--- src/rtl/data_mem_pkg.sv ---
// Shared types and defaults for the multi-cycle byte data memory.
// The FSM states, the latched request and the latency/depth defaults live here.
package data_mem_pkg;

  localparam int unsigned ACCESS_CYCLES_DEF = 5;
  localparam int unsigned DEPTH_DEF         = 256;
  localparam int unsigned ADDR_W            = 8;
  localparam int unsigned DATA_W            = 8;
  localparam int unsigned CNT_W             = 4;

  typedef enum logic [1:0] {
    IDLE   = 2'd0,
    ACCESS = 2'd1,
    DONE   = 2'd2
  } state_t;

  typedef struct packed {
    logic              is_write;
    logic [ADDR_W-1:0] addr;
    logic [DATA_W-1:0] wdata;
  } mem_req_t;

  // A request is only accepted when exactly one of read/write is asserted.
  function automatic logic is_request(input logic rd, input logic wr);
    return rd ^ wr;
  endfunction

endpackage

--- src/rtl/mem_latency_counter.sv ---
// Counts ACCESS-state cycles; tc marks the last cycle of the access window.
// clear has priority over enable so the count always starts from zero.
module mem_latency_counter
  import data_mem_pkg::*;
#(
  parameter int unsigned TERMINAL = ACCESS_CYCLES_DEF
) (
  input  logic             clk,
  input  logic             rst,
  input  logic             clear,
  input  logic             enable,
  output logic [CNT_W-1:0] count,
  output logic             tc
);

  always_ff @(posedge clk) begin
    if (rst || clear)
      count <= '0;
    else if (enable)
      count <= count + CNT_W'(1);
  end

  assign tc = enable && (count == CNT_W'(TERMINAL - 1));

endmodule

--- src/rtl/data_memory.sv ---
// Byte-wide data memory with a fixed multi-cycle access latency and a CPU stall.
// IDLE accepts one request, ACCESS waits ACCESS_CYCLES cycles, DONE drops the stall.
module data_memory
  import data_mem_pkg::*;
#(
  parameter int unsigned ACCESS_CYCLES = ACCESS_CYCLES_DEF,
  parameter int unsigned DEPTH         = DEPTH_DEF
) (
  input  logic              CLK,
  input  logic              RESET,
  input  logic              READ,
  input  logic              WRITE,
  input  logic [ADDR_W-1:0] ADDRESS,
  input  logic [DATA_W-1:0] WRITEDATA,
  output logic [DATA_W-1:0] READDATA,
  output logic              BUSYWAIT
);

  localparam int unsigned AW = (DEPTH > 1) ? $clog2(DEPTH) : 1;

  state_t           state;
  mem_req_t         req_q;
  logic [CNT_W-1:0] cnt;
  logic             cnt_tc;
  logic             commit;
  logic [DATA_W-1:0] mem [DEPTH];

  mem_latency_counter #(
    .TERMINAL (ACCESS_CYCLES)
  ) u_lat (
    .clk    (CLK),
    .rst    (RESET),
    .clear  (state == IDLE),
    .enable (state == ACCESS),
    .count  (cnt),
    .tc     (cnt_tc)
  );

  logic unused_cnt;
  assign unused_cnt = ^cnt;

  assign commit = (state == ACCESS) && cnt_tc;

  always_ff @(posedge CLK) begin
    if (RESET) begin
      state    <= IDLE;
      READDATA <= '0;
      req_q    <= '0;
    end else begin
      case (state)
        IDLE: begin
          if (is_request(READ, WRITE)) begin
            req_q <= '{is_write: WRITE, addr: ADDRESS, wdata: WRITEDATA};
            state <= ACCESS;
          end
        end
        ACCESS: begin
          if (cnt_tc) begin
            if (!req_q.is_write)
              READDATA <= mem[req_q.addr[AW-1:0]];
            state <= DONE;
          end
        end
        // Return to IDLE regardless of inputs so a held request is not re-taken here.
        DONE:    state <= IDLE;
        default: state <= IDLE;
      endcase
    end
  end

  // Array kept out of the reset branch: contents survive reset, aborted writes never land.
  always_ff @(posedge CLK) begin
    if (!RESET && commit && req_q.is_write)
      mem[req_q.addr[AW-1:0]] <= req_q.wdata;
  end

  assign BUSYWAIT = !RESET &&
                    (((state == IDLE) && is_request(READ, WRITE)) || (state == ACCESS));

endmodule

--- config.mk ---
export PLATFORM = sky130hd
export DESIGN_NAME = data_memory
export DESIGN_NICKNAME = d
export VERILOG_FILES = /design/src/rtl/data_mem_pkg.sv /design/src/rtl/mem_latency_counter.sv /design/src/rtl/data_memory.sv
export SDC_FILE = /design/constraint.sdc
export NUM_CORES = 2
export LEC_CHECK = 0
export ABC_CLOCK_PERIOD_IN_PS = 4380
export BUFFER_PORTS_ARGS = -buffer_cell sky130_fd_sc_hd__buf_4
export CORE_MARGIN = 1.5
export CORE_UTILIZATION = 45
export CTS_BUF_LIST = sky130_fd_sc_hd__clkbuf_8 sky130_fd_sc_hd__clkbuf_16
export DETAILED_ROUTE_END_ITERATION = 10
export SKIP_CTS_REPAIR_TIMING = 1
export SLEW_MARGIN = 10
export SYNTH_ARGS = -nofsm -noshare
export SYNTH_HDL_FRONTEND = slang
export SYNTH_SLANG_ARGS = --single-unit
--- constraint.sdc ---
create_clock -name CLK -period 4.38 [get_ports CLK]
set_clock_uncertainty 0.05 [all_clocks]
set_input_delay 0.219 -clock CLK [delete_from_list [all_inputs] [get_ports CLK]]
set_output_delay 0.219 -clock CLK [all_outputs]
set_load 0.01 [all_outputs]
==> results.py <==
metrics = {
    "pwr": {
        "max-vdd-ir-drop_mv": 0.360,
        "leakage_nw": 28.8,
        "powerDensity_mw_per_mm2": 452,
        "power_mw": 42.1,
    },
    "placement": {
        "dp_slack_ns": -0.144,
        "hpwl_um": 144000,
        "placedCellCount": 6447,
        "port_buffers": 28,
        "routabilityCongestion": 0.877,
    },
    "critical_path": {
        "startpoint_type": "flop",
        "critical_path_class": "flop to flop",
        "crit_path_end_kind": "flop",
        "cp_cell_sequence": "buf_4, or3b_1, o22ai_1, nor4_1, o21ai_1, nand2_1, o311ai_2, a311oi_1",
        "crit_fanout": 31,
        "worstPathRequired_ns": 5.08,
        "arrival_ns": 5.08,
        "cp_slowest_stage_delay_ns": 0.86,
        "cp_slowest_cell": "dfxtp_4",
    },
    "route": {
        "met3WireLength_um": 19100,
        "antenna_left": 0,
        "wirelength_um": 227000,
        "drt_iter0_markers": 5710,
        "wl_per_cell_um": 33.0,
        "dr.max_layer_used": "met5",
        "met1Wirelength_um": 91900,
        "first_pass_iters": 5,
        "vias": 41800,
        "met2WireLength_um": 107000,
        "drc": 0,
        "vias_per_cell": 6.09,
    },
    "floorplanning": {
        "fp.dieH_um": 426,
        "die_w_um": 426,
        "core_area_mm2": 0.178,
        "rows": 155,
        "io_pins": 29,
        "initial_utilization": 0.452,
        "die_area_mm2": 0.182,
    },
    "synth": {
        "syn_nets": 3894,
        "avgSynthCellArea_um2": 20.8,
        "yosysSeqAreaShare": 0.771,
        "yosys_warnings": 0,
        "synth_seq_cells": 2079,
        "synthesis.area_mm2": 0.0806,
        "synth-async-reset-ratio": 0,
        "synth_cell_types": 66,
        "synthFlopType": "edfxtp_1",
        "synth_edf_count": 2048,
        "synthesis.instances": 3872,
    },
    "timing": {
        "hold_slack_ns": 0.315,
        "finalCritPeriodShare": 0.999,
        "setup_slack_ns": 0.00527,
        "tightest_slew_ns": 1.22,
        "slew_headroom": 0.184,
        "finalCriticalPeriod_ns": 4.37,
        "hold_viol_final": 0,
        "max_freq_mhz": 229,
        "finalSetupViolCount": 0,
        "slew_viol_final": 0,
        "grt_setup_unrepaired": "false",
    },
    "final_layout": {
        "finalNetCount": 4357,
        "final_cell_mix": "2,048 x edfxtp_1, 479 x mux4_2, 414 x buf_4",
        "fin_util": 0.522,
        "final_common_cell": "edfxtp_1",
        "fin_cells": 6858,
        "drive_gt1_frac": 0.286,
        "syn_to_final_growth_pct": 15.4,
    },
    "clock_tree": {
        "htree_levels": 4,
        "path_clk_slew_ns": 0.06,
        "cts_tree": "built",
        "cts_buffer_depth": 3,
        "clkSinkCount": 2079,
        "clk_latency_ns": 0.85,
        "cts_root_buffer": "clkbuf_16",
        "cts_made_buffers": 204,
    },
    "global_routing": {
        "grt_pass1_wl_um": 319000,
        "grt-ovfl-total": 0,
        "grt_max_degree": 165,
        "grt_pass1_vias": 41400,
        "track_usage": 0.250,
        "antenna_found_initial": 6,
    },
    "worst_hold_path": {
        "hp-class": "primary input to flop",
    },
    "flow_run": {
        "max-cap-violations": 0,
    },
    "run_status": {
        "run_status": "complete, no violations",
    },
}
-- kinds of logic (layout without fill, tap and decap cells) --
kind of cell,count (synthesis),count (layout),synth area share
compound gates,338,338,0.0280
xor+xnor,1,1,0.000109
fa+ha+maj,2,2,0.000310
buf+inv,240,868,0.0161
flops,2079,2079,0.771
mux,651,651,0.156
other cells,0,3,0
simple gates,561,561,0.0291
-- routing by layer --
metal	vias up	GRT usage
met3	411	0.0481
met5	-	0
met1	22300	0.354
met4	4	0.0923
li1	17000	-
met2	2066	0.389
-- synthesized netlist by cell type (7+ instances only) --
| cell type | n | share of area |
|---|---|---|
| buf_1 | 13 | 0.00061 |
| and3_1 | 10 | 0.00078 |
| clkbuf_1 | 90 | 0.0042 |
| nor3_1 | 13 | 0.00081 |
| o21ai_0 | 44 | 0.0027 |
| mux2i_1 | 130 | 0.016 |
| a21oi_1 | 64 | 0.0040 |
| buf_4 | 39 | 0.0036 |
| o22a_1 | 8 | 0.00087 |
| nor2b_1 | 10 | 0.00078 |
| a31oi_1 | 8 | 0.00062 |
| o22ai_1 | 62 | 0.0048 |
| a32oi_1 | 12 | 0.0013 |
| nand2_1 | 120 | 0.0056 |
| a22oi_1 | 63 | 0.0059 |
| mux2_2 | 38 | 0.0053 |
| a211oi_1 | 11 | 0.0010 |
| buf_2 | 70 | 0.0043 |
| buf_6 | 16 | 0.0022 |
| nand3_1 | 32 | 0.0020 |
| edfxtp_1 | 2048 | 0.76 |
| o221ai_1 | 10 | 0.0011 |
| mux4_2 | 479 | 0.13 |
| a311oi_1 | 12 | 0.0013 |
| or3_1 | 7 | 0.00054 |
| dfxtp_1 | 31 | 0.0077 |
| nor2_1 | 332 | 0.015 |
-- flip-flops by register name, summed over array words and instances (netlist names) --
| register | count |
|---|---|
| READDATA | 8 |
| mem | 2048 |
| u_lat.count | 4 |
| state | 2 |
| req_q | 17 |
-- layout make-up --
class	instances	area, µm²
inverter	9	36.3
clock buffer	217	5310
timing repair buffer	488	4220
antenna	3	7.51
tap	2355	2950
fill	13800	85200
sequential	2079	62200
clock inverter	154	1050
multi-input combinational	1553	17300
-- path summary, 6_finish.rpt --
check / from / end / slack, ns / cells after the start
max: req_q[8] / READDATA[6] / 0.005 / 8
min: WRITE / state[0] / 0.31 / 5
max reg2reg: req_q[8] / READDATA[6] / 0.005 / 8
min reg2reg: u_lat.count[3] / u_lat.count[3] / 0.47 / 2
-- metrics by stage --
stage | cell area [µm²] | TNS (ns)
floorplan | 80600 | 0
CTS | 92600 | -0.140
finish | 93000 | 0
global placement | 86300 | -0.147
detailed placement | 86300 | -0.144
global route | 93000 | 0
-- power by group --
part	switching, mW	total (mW)	internal [mW]
Combinational	1.95	3.08	1.14
Sequential	0.177	22.2	22.0
Clock	7.43	16.8	9.33
Total	9.56	42.1	32.5
-- critical path: cells and delay by family (launching register included) --
kind / cells / cell delay (ns)
AOI/OAI and AO/OA: 4 / 1.10
buffers and inverters: 1 / 0.48
DFF: 1 / 0.86
and+or+nand+nor: 3 / 1.76
Note: power is estimated with default switching activity, not from simulation.
